==> config.mk <==
export PLATFORM = sky130hd
export DESIGN_NAME = sdram_bridge_arbiter
export DESIGN_NICKNAME = d
export VERILOG_FILES = /design/src/rtl/sdram_bridge_arbiter.sv
export SDC_FILE = /design/constraint.sdc
export NUM_CORES = 1
export LEC_CHECK = 0
export ABC_AREA = 1
export BUFFER_PORTS_ARGS = -buffer_cell sky130_fd_sc_hd__buf_2
export CAP_MARGIN = 5
export CORE_AREA = 2 2 98 100
export DETAILED_ROUTE_END_ITERATION = 6
export DIE_AREA = 0 0 100 102
export HOLD_SLACK_MARGIN = 0.06
export PLACE_DENSITY = 0.79
export RECOVER_POWER = 50
export SLEW_MARGIN = 20
export SYNTH_ARGS = -nofsm -noshare
export SYNTH_HDL_FRONTEND = slang
export SYNTH_SLANG_ARGS = --single-unit
==> constraint.sdc <==
create_clock -name CLK -period 1.75 [get_ports CLK]
set_clock_uncertainty 0.1 [all_clocks]
set_input_delay 0.35 -clock CLK [delete_from_list [all_inputs] [get_ports CLK]]
set_output_delay 0.35 -clock CLK [all_outputs]
set_load 0.02 [all_outputs]
==> src/rtl/sdram_bridge_arbiter.sv <==
// Round-robin arbiter that sequences single-beat transactions from two requesters
// onto the SDRAM external bridge, aborting any transaction whose acknowledge never arrives.
module sdram_bridge_arbiter #(
    parameter int ADDR_W         = 23,
    parameter int DATA_W         = 16,
    parameter int TIMEOUT_CYCLES = 1024
) (
    input  logic              CLK,
    input  logic              RESET,
    input  logic              a_req,
    input  logic              a_we,
    input  logic [ADDR_W-1:0] a_addr,
    input  logic [1:0]        a_be,
    input  logic [DATA_W-1:0] a_wdata,
    output logic              a_ack,
    output logic              a_err,
    output logic [DATA_W-1:0] a_rdata,
    input  logic              b_req,
    input  logic              b_we,
    input  logic [ADDR_W-1:0] b_addr,
    input  logic [1:0]        b_be,
    input  logic [DATA_W-1:0] b_wdata,
    output logic              b_ack,
    output logic              b_err,
    output logic [DATA_W-1:0] b_rdata,
    output logic [ADDR_W-1:0] bridge_address,
    output logic [1:0]        bridge_byte_enable,
    output logic              bridge_read,
    output logic              bridge_write,
    output logic [DATA_W-1:0] bridge_write_data,
    input  logic              bridge_acknowledge,
    input  logic [DATA_W-1:0] bridge_read_data,
    output logic              busy
);
    localparam int TMR_W = $clog2(TIMEOUT_CYCLES);
    localparam logic [TMR_W-1:0] TMR_LAST = TMR_W'(TIMEOUT_CYCLES - 1);

    typedef enum logic [1:0] {IDLE = 2'd0, BUSY = 2'd1, RECOVER = 2'd2} state_t;

    state_t            state, state_nxt;
    logic              last_grant, last_grant_nxt;   // 0 = port A, 1 = port B
    logic [TMR_W-1:0]  timer, timer_nxt;
    logic [ADDR_W-1:0] addr_nxt;
    logic [1:0]        be_nxt;
    logic [DATA_W-1:0] wdata_nxt;
    logic              read_nxt, write_nxt, busy_nxt;
    logic              a_ack_nxt, a_err_nxt, b_ack_nxt, b_err_nxt;
    logic [DATA_W-1:0] a_rdata_nxt, b_rdata_nxt;
    logic              pick_b, sel_we;

    // B wins only when A is silent or A was served last.
    assign pick_b = b_req && (!a_req || !last_grant);
    assign sel_we = pick_b ? b_we : a_we;

    always_comb begin
        state_nxt      = state;
        last_grant_nxt = last_grant;
        timer_nxt      = timer;
        addr_nxt       = bridge_address;
        be_nxt         = bridge_byte_enable;
        wdata_nxt      = bridge_write_data;
        read_nxt       = bridge_read;
        write_nxt      = bridge_write;
        a_ack_nxt      = 1'b0;
        a_err_nxt      = 1'b0;
        a_rdata_nxt    = a_rdata;
        b_ack_nxt      = 1'b0;
        b_err_nxt      = 1'b0;
        b_rdata_nxt    = b_rdata;
        case (state)
            IDLE: begin
                if (a_req || b_req) begin
                    state_nxt      = BUSY;
                    last_grant_nxt = pick_b;
                    timer_nxt      = '0;
                    addr_nxt       = pick_b ? b_addr  : a_addr;
                    be_nxt         = pick_b ? b_be    : a_be;
                    wdata_nxt      = pick_b ? b_wdata : a_wdata;
                    read_nxt       = !sel_we;
                    write_nxt      = sel_we;
                end
            end
            BUSY: begin
                // An acknowledge on the terminal timer count still completes normally.
                if (bridge_acknowledge || timer == TMR_LAST) begin
                    state_nxt = RECOVER;
                    read_nxt  = 1'b0;
                    write_nxt = 1'b0;
                    timer_nxt = '0;
                    if (last_grant) begin
                        b_ack_nxt = 1'b1;
                        b_err_nxt = !bridge_acknowledge;
                        if (!bridge_acknowledge)
                            b_rdata_nxt = '0;
                        else if (bridge_read)
                            b_rdata_nxt = bridge_read_data;
                    end else begin
                        a_ack_nxt = 1'b1;
                        a_err_nxt = !bridge_acknowledge;
                        if (!bridge_acknowledge)
                            a_rdata_nxt = '0;
                        else if (bridge_read)
                            a_rdata_nxt = bridge_read_data;
                    end
                end else begin
                    timer_nxt = timer + 1'b1;
                end
            end
            RECOVER: state_nxt = IDLE;
            default: state_nxt = IDLE;
        endcase
        busy_nxt = (state_nxt != IDLE);
    end

    always_ff @(posedge CLK) begin
        if (RESET) begin
            state              <= IDLE;
            last_grant         <= 1'b1;
            timer              <= '0;
            bridge_address     <= '0;
            bridge_byte_enable <= '0;
            bridge_write_data  <= '0;
            bridge_read        <= 1'b0;
            bridge_write       <= 1'b0;
            a_ack              <= 1'b0;
            a_err              <= 1'b0;
            a_rdata            <= '0;
            b_ack              <= 1'b0;
            b_err              <= 1'b0;
            b_rdata            <= '0;
            busy               <= 1'b0;
        end else begin
            state              <= state_nxt;
            last_grant         <= last_grant_nxt;
            timer              <= timer_nxt;
            bridge_address     <= addr_nxt;
            bridge_byte_enable <= be_nxt;
            bridge_write_data  <= wdata_nxt;
            bridge_read        <= read_nxt;
            bridge_write       <= write_nxt;
            a_ack              <= a_ack_nxt;
            a_err              <= a_err_nxt;
            a_rdata            <= a_rdata_nxt;
            b_ack              <= b_ack_nxt;
            b_err              <= b_err_nxt;
            b_rdata            <= b_rdata_nxt;
            busy               <= busy_nxt;
        end
    end
endmodule

; Word-level counts from Yosys, hierarchy flattened
; Index checks and enable logic that the tools add are counted.
[totals]
ff_bits = 93
wordCells = 62
out_inout_bits = 80
in_bits = 105
[op_classes]
n_bitwise = 3
eq_ne = 5
add_sub_neg = 1
n_reduce_logical = 19
muxes = 19
[op_table]
columns = operator, count
row1 = 2-to-1 mux 16 bit, 3
row2 = 2-to-1 mux 23 bit, 1
row3 = 2-to-1 mux 10 bit, 2
row4 = one-hot mux 10 bit (2 select lines), 1
row5 = adder 10 x 1 -> 10 bit (second input constant), 1
row6 = equality test 10 bit (second input constant), 1
row7 = AND reduction 4 bit, 2
row8 = OR reduction 4 bit, 2
row9 = 2-to-1 mux 1 bit, 6
row10 = 2-to-1 mux 2 bit, 3
row11 = inequality test 2 bit (second input constant), 3
row12 = logical NOT 1 bit, 4
row13 = one-hot mux 1 bit (2 select lines), 2
row14 = one-hot mux 2 bit (2 select lines), 1
row15 = AND reduction 2 bit, 2
row16 = nonzero test 2 bit, 2
row17 = logical OR 1 bit, 3
row18 = NOT 1 bit, 3
row19 = AND reduction 3 bit, 1
row20 = OR reduction 3 bit, 1
row21 = equality test 2 x 1 -> 1 bit (second input constant), 1
row22 = logical NOT 2 bit, 1
row23 = logical AND 1 bit, 1

; Logic depth before layout (Yosys ltp)
; Gate-level depths: netlist of the first run.
[logic_depth]
depth_word = 7
depth_mapped = 10
depth_no_buf = 9

; Worst setup path after synthesis of the first run
; OpenSTA, ideal clock, no wires.
[synth_path]
path_kind = register to register
startpoint = register timer[0]
endpoint = register a_rdata[11]
required_ns = 1.540
arrival_time_ns = 1.355
period_less_slack_ns = 1.565
setup_ns = 0.110
slack_ns = 0.185
stages_incl_launch_ff = 10
n_path_buf = 1
path_cell_list = dfxtp_1 > ha_1 > nand2_1 > nor2_2 > nand3_2 > nand2_4 > buf_2 > nand4_1 > nand2_1 > nor2_1
[synth_via]
elab_chain_len = 3
[synth_rtl]
columns = item, line
row1 = start: declaration, 42  ; logic [TMR_W-1:0] timer, timer_nxt;
row2 = start signal: assignment, 135  ; timer <= timer_nxt;
row3 = equality test 10 bit, 85  ; if (bridge_acknowledge || timer == TMR_LAST) begin
row4 = logical OR 1 bit, 85
row5 = AND reduction 4 bit (no source line), n/a
row6 = end signal: assignment, 143  ; a_rdata <= a_rdata_nxt;
row7 = end: declaration, 17  ; output logic [DATA_W-1:0] a_rdata,
; No other way between the ends.
; A chain may end at the register's enable or synchronous reset.

; Final worst setup path of the first run
[layout_path]
startpoint = register timer[1]
endpoint = register a_rdata[13]
; Same word-level chain as after synthesis.

==> results of run 1 <==
==> timing repair <==
action | CTS | global route
gates cloned | 0 | 3
pin swaps | 0 | 4
endpoints found under the setup margin | 12 | 83
setup buffers | 0 | 6
gates resized for setup | 0 | 25
==> per-layer routing <==
layer | part of all wire | wire length, microns
met5 | 0 | 0
met4 | 0.019 | 231
met3 | 0.079 | 976
met2 | 0.49 | 6110
met1 | 0.41 | 5060
==> worst min-delay path, delay by kind of cell <==
kind | cells | cell delay [ns]
buffers and inverters | 1 | 0.09
AND/OR/NAND/NOR | 1 | 0.05
AO/OA/AOI/OAI | 1 | 0.07
==> metrics by stage <==
| stage | power, mW | cell area, sq um | hold WS [ns] | setup TNS (ns) |
|---|---|---|---|---|
| final | 5.12 | 5580 | 0.132 | 0 |
| after global routing | 5.37 | 5580 | 0.131 | -0.0319 |
| after global placement | 3.50 | 5290 | 0.369 | 0 |
| after CTS | 5.13 | 5510 | 0.123 | -0.0588 |
| after detailed placement | 3.52 | 5290 | 0.381 | -0.00899 |
| after floorplan | 3.09 | 4240 | 0.349 | 0 |
==> worst min-delay path by stage <==
stage	endpoint	slack (ns)
after floorplan	timer[8]	0.35
after global placement	timer[8]	0.37
after detailed placement	timer[8]	0.38
after CTS	bridge_address[20]	0.12
after global routing	bridge_address[3]	0.13
final	bridge_address[4]	0.13
==> sequential cells by signal (all words and copies together), names as in the netlist <==
name / count
last_grant: 1
busy: 1
bridge_write: 1
bridge_address: 23
b_err: 1
a_rdata: 16
bridge_byte_enable: 2
bridge_read: 1
b_ack: 1
b_rdata: 16
timer: 10
a_ack: 1
a_err: 1
bridge_write_data: 16
state: 2
==> cell usage after synthesis (all sizes together) <==
master  count
clkbuf     17
dfxtp      93
o21ai      46
nor2       58
ha          1
nor3        4
xor2        2
a31oi      41
inv        84
nand3      12
o211ai      1
a21oi      10
nand4      36
nand2     188
o21bai      1
buf        23
==> cells by family after synthesis <==
group / Yosys count / share of synthesized area
DFF: 93 / 0.439
and+or+nand+nor: 298 / 0.304
adders and majority gates: 1 / 0.00295
AOI/OAI and AO/OA: 99 / 0.134
xor gates and xnor gates: 2 / 0.00413
buffers and inverters: 124 / 0.117
==> report_power, final <==
group / leakage, nW / switching [mW] / internal, mW
Sequential: 0.764 / 0.0851 / 2.28
Clock: 0.108 / 0.809 / 0.821
Combinational: 1.65 / 0.748 / 0.381
Total: 2.52 / 1.64 / 3.48
==> layout make-up <==
| type | instances | area (sq um) | area share |
|---|---|---|---|
| tap | 111 | 139 | 0.0249 |
| multi-input combinational | 403 | 1990 | 0.357 |
| clock buffer | 10 | 128 | 0.0229 |
| inverter | 84 | 318 | 0.0569 |
| clock inverter | 6 | 93.8 | 0.0168 |
| timing repair buffer | 206 | 1050 | 0.188 |
| sequential | 93 | 1870 | 0.334 |
==> metrics list, run 1 <==
* Number of fillers in the final layout: around 870
* Most crowded layer after global routing: met2
- Average detailed-routed wire length per instance: 13.6 microns
- For the worst-skew pair, the clock arrives at the later sink with an insertion delay of 0.37 ns.
* Worst-path cell with the longest stage delay: dfxtp_2
- Static leakage: between 2 and 3 nW
- The congestion estimate from routability-driven global placement came to 0.872.
- The tree is rooted in a clkbuf_8.
- The floorplan step defined a die boundary enclosing 10200 sq um.
- The average instance in the mapped netlist occupies 6.88 sq um.
- In the post-synthesis netlist, the biggest area contributors are dfxtp_1 (44%), nand2_1 (16%), inv_1 (7.0%), a31oi_1 (6.0%), nand4_1 (5.3%).
* Net total in the final layout: 903
- Measured in cells, the most critical reg-to-reg path has a length of 9.
- Antenna violation net count after detailed routing: 0
- Outcome: finished clean
* Clock slew at the register clock pins of the worst setup and hold paths: 0.10 ns
- From left edge to right edge, the die measures around 100 microns.
* Endpoint type of the worst setup path: flop
- For this run the aggregate overflow at the end of global routing stands at 0.
- From synthesis to final layout, the design area changed by 31.6%.
* Fraction of synthesized cell area taken by the top area cell type: 0.439
- Critical path origin: timer[1]
- For the worst setup path, the data arrival time is ~1.9 ns.
- For this run, global-route usage on met2 was measured as 0.398.
- Length of the first detailed-routing pass in iterations: 5
* Setup crit start kind: flop
- The number of buffers and inverters on the critical path is 1.
- Measured on the finished design, the core utilization comes to 0.613.
* Detailed Route Iter0 Violations: ~150
* Achievable clock frequency: approximately 600 MHz
* Gate count of the mapped netlist: 617
- Die outline height: between 100 and 150 microns
- Setup slack closes at 0.0848 ns.
- Maximum resistive drop on vdd: 0.000530 V
* Largest net degree at the start of global routing: 73
* Synth unique cells: 28
* Antenna violations before repair: 0
- Once detailed placement completed, the half-perimeter wirelength came to 8660 microns.
- The startpoint identified for the worst register-to-register timing path is timer[1].
- Required time of the critical path: 1.95 ns
* Share of cells above drive strength 1: 0.221
- Combined area of all synthesized cells: roughly 4200 sq um
- In the finished design, the share of the clock period the worst path needs comes to 0.952.
* Max-slew violation count: 0
- Standard cell core area: 9110 sq um
- Measured against its own limit, the worst slew margin works out to 0.732.
* Placement Setup Slack: -0.00899 ns
- CTS Hold Bufs: 0
* Global-route usage over all layers: 0.228
* Clock buffer count from CTS: 9
* Vias per cell: 5.04
- Total stage count of the critical path: 9
- Critical path endpoint: a_rdata[13]
- The largest single stage delay on the critical path is roughly 0.36 ns.
- Leaving out fill and tap cells, the most frequent cell in the layout is nand2_1.
- Setup violations remaining at the end of the flow were counted as 0.
* Total of warnings raised by yosys: 0
* Antenna diode count: 0
- Met3 Usage GRT: 0.0616
- Along the worst path, the maximum fanout reaches 8.
- Sequential-to-total area share from yosys stat: 0.439
- Final hold vios: 0
- Cell family with the largest share of critical-path delay: simple AND/OR/NAND/NOR gates
* Post-synth net total: 723
- Initial core utilization: 0.466
- The routed layout has 4599 vias.
* Maximum clock insertion buffer count: 2
- For flop-to-flop paths, the worst setup slack is ~0.085 ns.
- Wire length of the first global-routing pass: 18700 microns
- TritonCTS built the clock tree.
* Number of port buffers: 184
- Once placement completed, the tool counted placed cells totaling around 900.
- Standard-cell row count: 35
- Flop and latch count out of synthesis: a little over 90
* Overall routed net length: 12400 microns
- Maxcap violations: 0
- Hold path startpoint: a_addr[4]
- For this design the ratio of total power to cell area is between 900 and 1000 nW/um^2.
- In the layout the commonest cells are nand2_1 (180), buf_2 (107), dfxtp_1 (90).
- The worst hold path belongs to the class in2reg.
- Via count of the first global-routing pass: 4150
- Slew of the pin with the lowest slew margin: about 0.40 ns
* RSZ-0062 raised after global routing: true
* Hold-critical path depth: 3
- The critical path goes through ha_2, nand2_2, nor2_4, nand3_4, nand2_8, nand3_4, nand2_2, inv_1, nor2_1.
- In the global route stage, met1 resource usage came out at 0.272.
- The worst setup path is of the reg2reg kind.
* Number of placed I/O pins: 185
* Residual DRC: 0
* Level count of the clock H-tree: 3
- Final Non-Filler Cells: ~900
- The clock drives 93 sinks.
* Minimum clock period: between 1.5 and 2 ns
- Dominant cell type by area after synthesis: dfxtp_1
* Worst reg2reg endpoint: a_rdata[13]
(Power assumes the default switching activity.)
==> run 2, diff against run 1 <==
CTS_BUF_LIST = sky130_fd_sc_hd__clkbuf_16   (was unset)
==> run 2 against run 1 <==
Critical path depth did not move. Worst hold slack improved by 0.033 ns. Fmax fell by 1.6%. First-iteration DRC count rose by 22%. Die area did not move. Total power rose by 9.5%. Clock-buffer cell count fell by 1. Final cell count rose by 0.22%. Sequential cell count did not move. Sequential power barely moved.
==> metrics list, run 2 (same netlist as run 1, synthesis figures left out) <==
* Via count of the first global-routing pass: 4133 (-0.41%)
* Most frequent standard cell in the layout excluding fill and tap cells: nand2_1
* Detailed Route Iter0 Violations: 188 (+22%)
- The cell sitting at the root of the clock tree is a clkbuf_16.
- Net total in the final layout: 905 (+0.22%)
- Data arrival time of the worst path: 1.83 ns (-0.04 ns)
* Power density cells: 988 nW/um^2 (+7.7%)
- The number of sinks driven by the clock tree is 93 (unchanged).
- The largest voltage drop on the vdd net is 0.000670 V (+27%).
- The hold buffer count at cts came to 0 (unchanged).
* Sequential fraction of design power: 0.421 (-0.040)
- DP Wirelength: 8660 microns (unchanged)
- Overall routed net length: 12300 microns (-0.38%)
- The area occupied by multi-input gates is 1990 sq um (-0.38%).
- Worst setup path category: reg2reg
* Slew of the pin with the lowest slew margin: 0.672 ns (+0.269 ns)
- The iteration count of the initial detailed-routing pass is 4 (-1).
- The starting density of the core came to 0.466 (unchanged).
- The switching share of power is 0.301 (-0.0197).
* Worst-path cell with the longest stage delay: dfxtp_1
- The cell-internal power is 3.92 mW (+13%).
* Clock buffer count from CTS: 9 (unchanged)
* Minimum clock period: 1.69 ns (+0.0264 ns)
- The maximum cell stage delay along the critical path was 0.39 ns (+0.03 ns).
- The die footprint came to 10200 sq um (unchanged).
* Maximum clock insertion buffer count: 2 (unchanged)
- The total vias in the final route came to 4628 (+0.63%).
- Standard-cell row count: 35 (unchanged)
* Residual DRC: 0 (unchanged)
- Worst min-delay path class: in2reg
* Largest net degree at the start of global routing: 73 (unchanged)
* Antenna violation net count after detailed routing: 0 (unchanged)
* Worst skew pair latency: 0.34 ns (-0.03 ns)
- Number of placed I/O pins: 185 (unchanged)
* Largest register FFs: 23 (unchanged)
* Number of fillers in the final layout: 865 (-0.46%)
- TritonCTS built the clock tree.
* Tcrit/Tclk final: 0.967 (+0.0151)
- Number of port buffers: 184 (unchanged)
- Outcome: finished clean
- Post-layout total power: 5.61 mW (+9.5%)
- Register bank with the most flops: bridge_address
- Antenna violations before repair: 0 (unchanged)
* Hold_ws: 0.165 ns (+0.0328 ns)
- The power dissipated by switching net loads is 1.69 mW (+2.8%).
- The combinational fraction of design power came to 0.201 (-0.019).
- The reported max-cap violation count is 0 (unchanged).
* Horizontal die dimension: 100 microns (unchanged)
- The fraction of power consumed by the clock network is 0.378 (+0.060).
- Relative to the synthesized area, the layout overhead comes to 33.8%.
* Static leakage: 2.57 nW (+1.7%)
- Crit path cell chain: ha_4, nand2_2, nor2_4, nand3_4, nand2_8, buf_8, nand4_1, nand2_1, nor2_1
* Wire length of the first global-routing pass: 18600 microns (-0.29%)
- Antenna diode count: 0 (unchanged)
- Share of cells above drive strength 1: 0.213 (-0.00801)
- Setup TNS Final: 0 ns (unchanged)
- The vias per cell was 5.06 (+0.41%).
- Final number of setup-violating endpoints: 0 (unchanged)
- The relative slew slack came to 0.551 (-0.180).
- The final RePlAce weighted congestion was 0.872 (unchanged).
- Die outline height: 102 microns (unchanged)
- The clock-pin slew on the worst setup and hold paths came to 0.07 ns (-0.03 ns).
- The library cells used most frequently in the layout, excluding fill and tap cells, are nand2_1 (184), buf_2 (104), dfxtp_1 (91).
* Biggest fanout along the worst timing path: 17 (+9)
* Final hold vios: 0 (unchanged)
- STA classifies the critical path startpoint as a flop.
- Global-route usage over all layers: 0.226 (-0.00180)
- The area occupied by registers is 1860 sq um (about the same).
- Average detailed-routed wire length per instance: 13.5 microns (-0.60%)
- Level count of the clock H-tree: 3 (unchanged)
- The sum of overflow across all layers after global routing is 0 (unchanged).
- Required time of the critical path: 1.89 ns (-0.06 ns)
- Achievable clock frequency: 591 MHz (-1.6%)
- The core outline area was 9110 sq um (unchanged).
- Endpoint type of the worst setup path: flop
- The max-slew violation total from the final report is 0 (unchanged).
## run 2: changes by cell type in the layout (fill, tap and decap cells not counted), sizes merged
cell	before	now
buf	129	128
clkbuf	87	89
inv	87	88
## run 2: final timing paths
| check | startpoint | endpoint | slack [ns] | cells past startpoint |
|---|---|---|---|---|
| worst max-delay path | timer[0] | b_rdata[3] | 0.06 | 9 |
| worst min-delay path | a_addr[20] | bridge_address[20] | 0.16 | 3 |
| worst max register to register | timer[0] | b_rdata[3] | 0.06 | 9 |
| worst min register to register | timer[8] | timer[8] | 0.39 | 2 |
## run 2: critical path, delay by kind of cell (launching register included)
kind                       cells  cell delay [ns]
and+or+nand+nor                7             0.76
DFF                            1             0.39
adders and majority gates      1             0.17
buffers and inverters          1             0.16
## run 2: cell type report
class,instances,share of cell area
multi-input cells,403,0.350
well taps,111,0.0245
repair buffers,208,0.185
flip-flops and latches,93,0.328
clock inverters,7,0.0172
inverters,84,0.0555
clock buffers,9,0.0397
## run 2: metal layers
metal | share of wire | global-route usage | vias to the layer above | routed length [microns]
li1 | - | - | 2348 | -
met1 | 0.40 | 0.270 | 2042 | 4920
met2 | 0.50 | 0.398 | 214 | 6140
met3 | 0.080 | 0.0534 | 24 | 991
met4 | 0.022 | 0.0854 | 0 | 276
met5 | 0 | 0 | - | 0
## run 2: power groups by stage
stage / clock [mW] / sequential [mW] / combinational, mW
after detailed placement: 0 / 2.41 / 1.11
after global placement: 0 / 2.40 / 1.10
after global routing: 2.23 / 2.38 / 1.24
after floorplan: 0 / 2.58 / 0.508
final: 2.12 / 2.36 / 1.13
after CTS: 2.15 / 2.36 / 1.12
## run 2: per-stage QoR
| step | cells | worst slack, ns | area, sq um | utilization |
|---|---|---|---|---|
| 2_1_floorplan | 617 | 0.185 | 4240 | - |
| 3_3_place_gp | 888 | 0.0907 | 5290 | 0.580 |
| 3_5_place_dp | 888 | -0.00899 | 5290 | 0.580 |
| 4_1_cts | 904 | -0.0000180 | 5620 | 0.617 |
| 5_1_grt | 915 | -0.0192 | 5680 | 0.623 |
| 6_report | 915 | 0.0585 | 5680 | 0.623 |
## run 2: repair_timing
item | CTS | global route
gates resized for setup | 2 | 17
endpoints found under the setup margin | 6 | 78
cloned | 0 | 3
pin swaps | 0 | 6
buffers inserted | 0 | 8
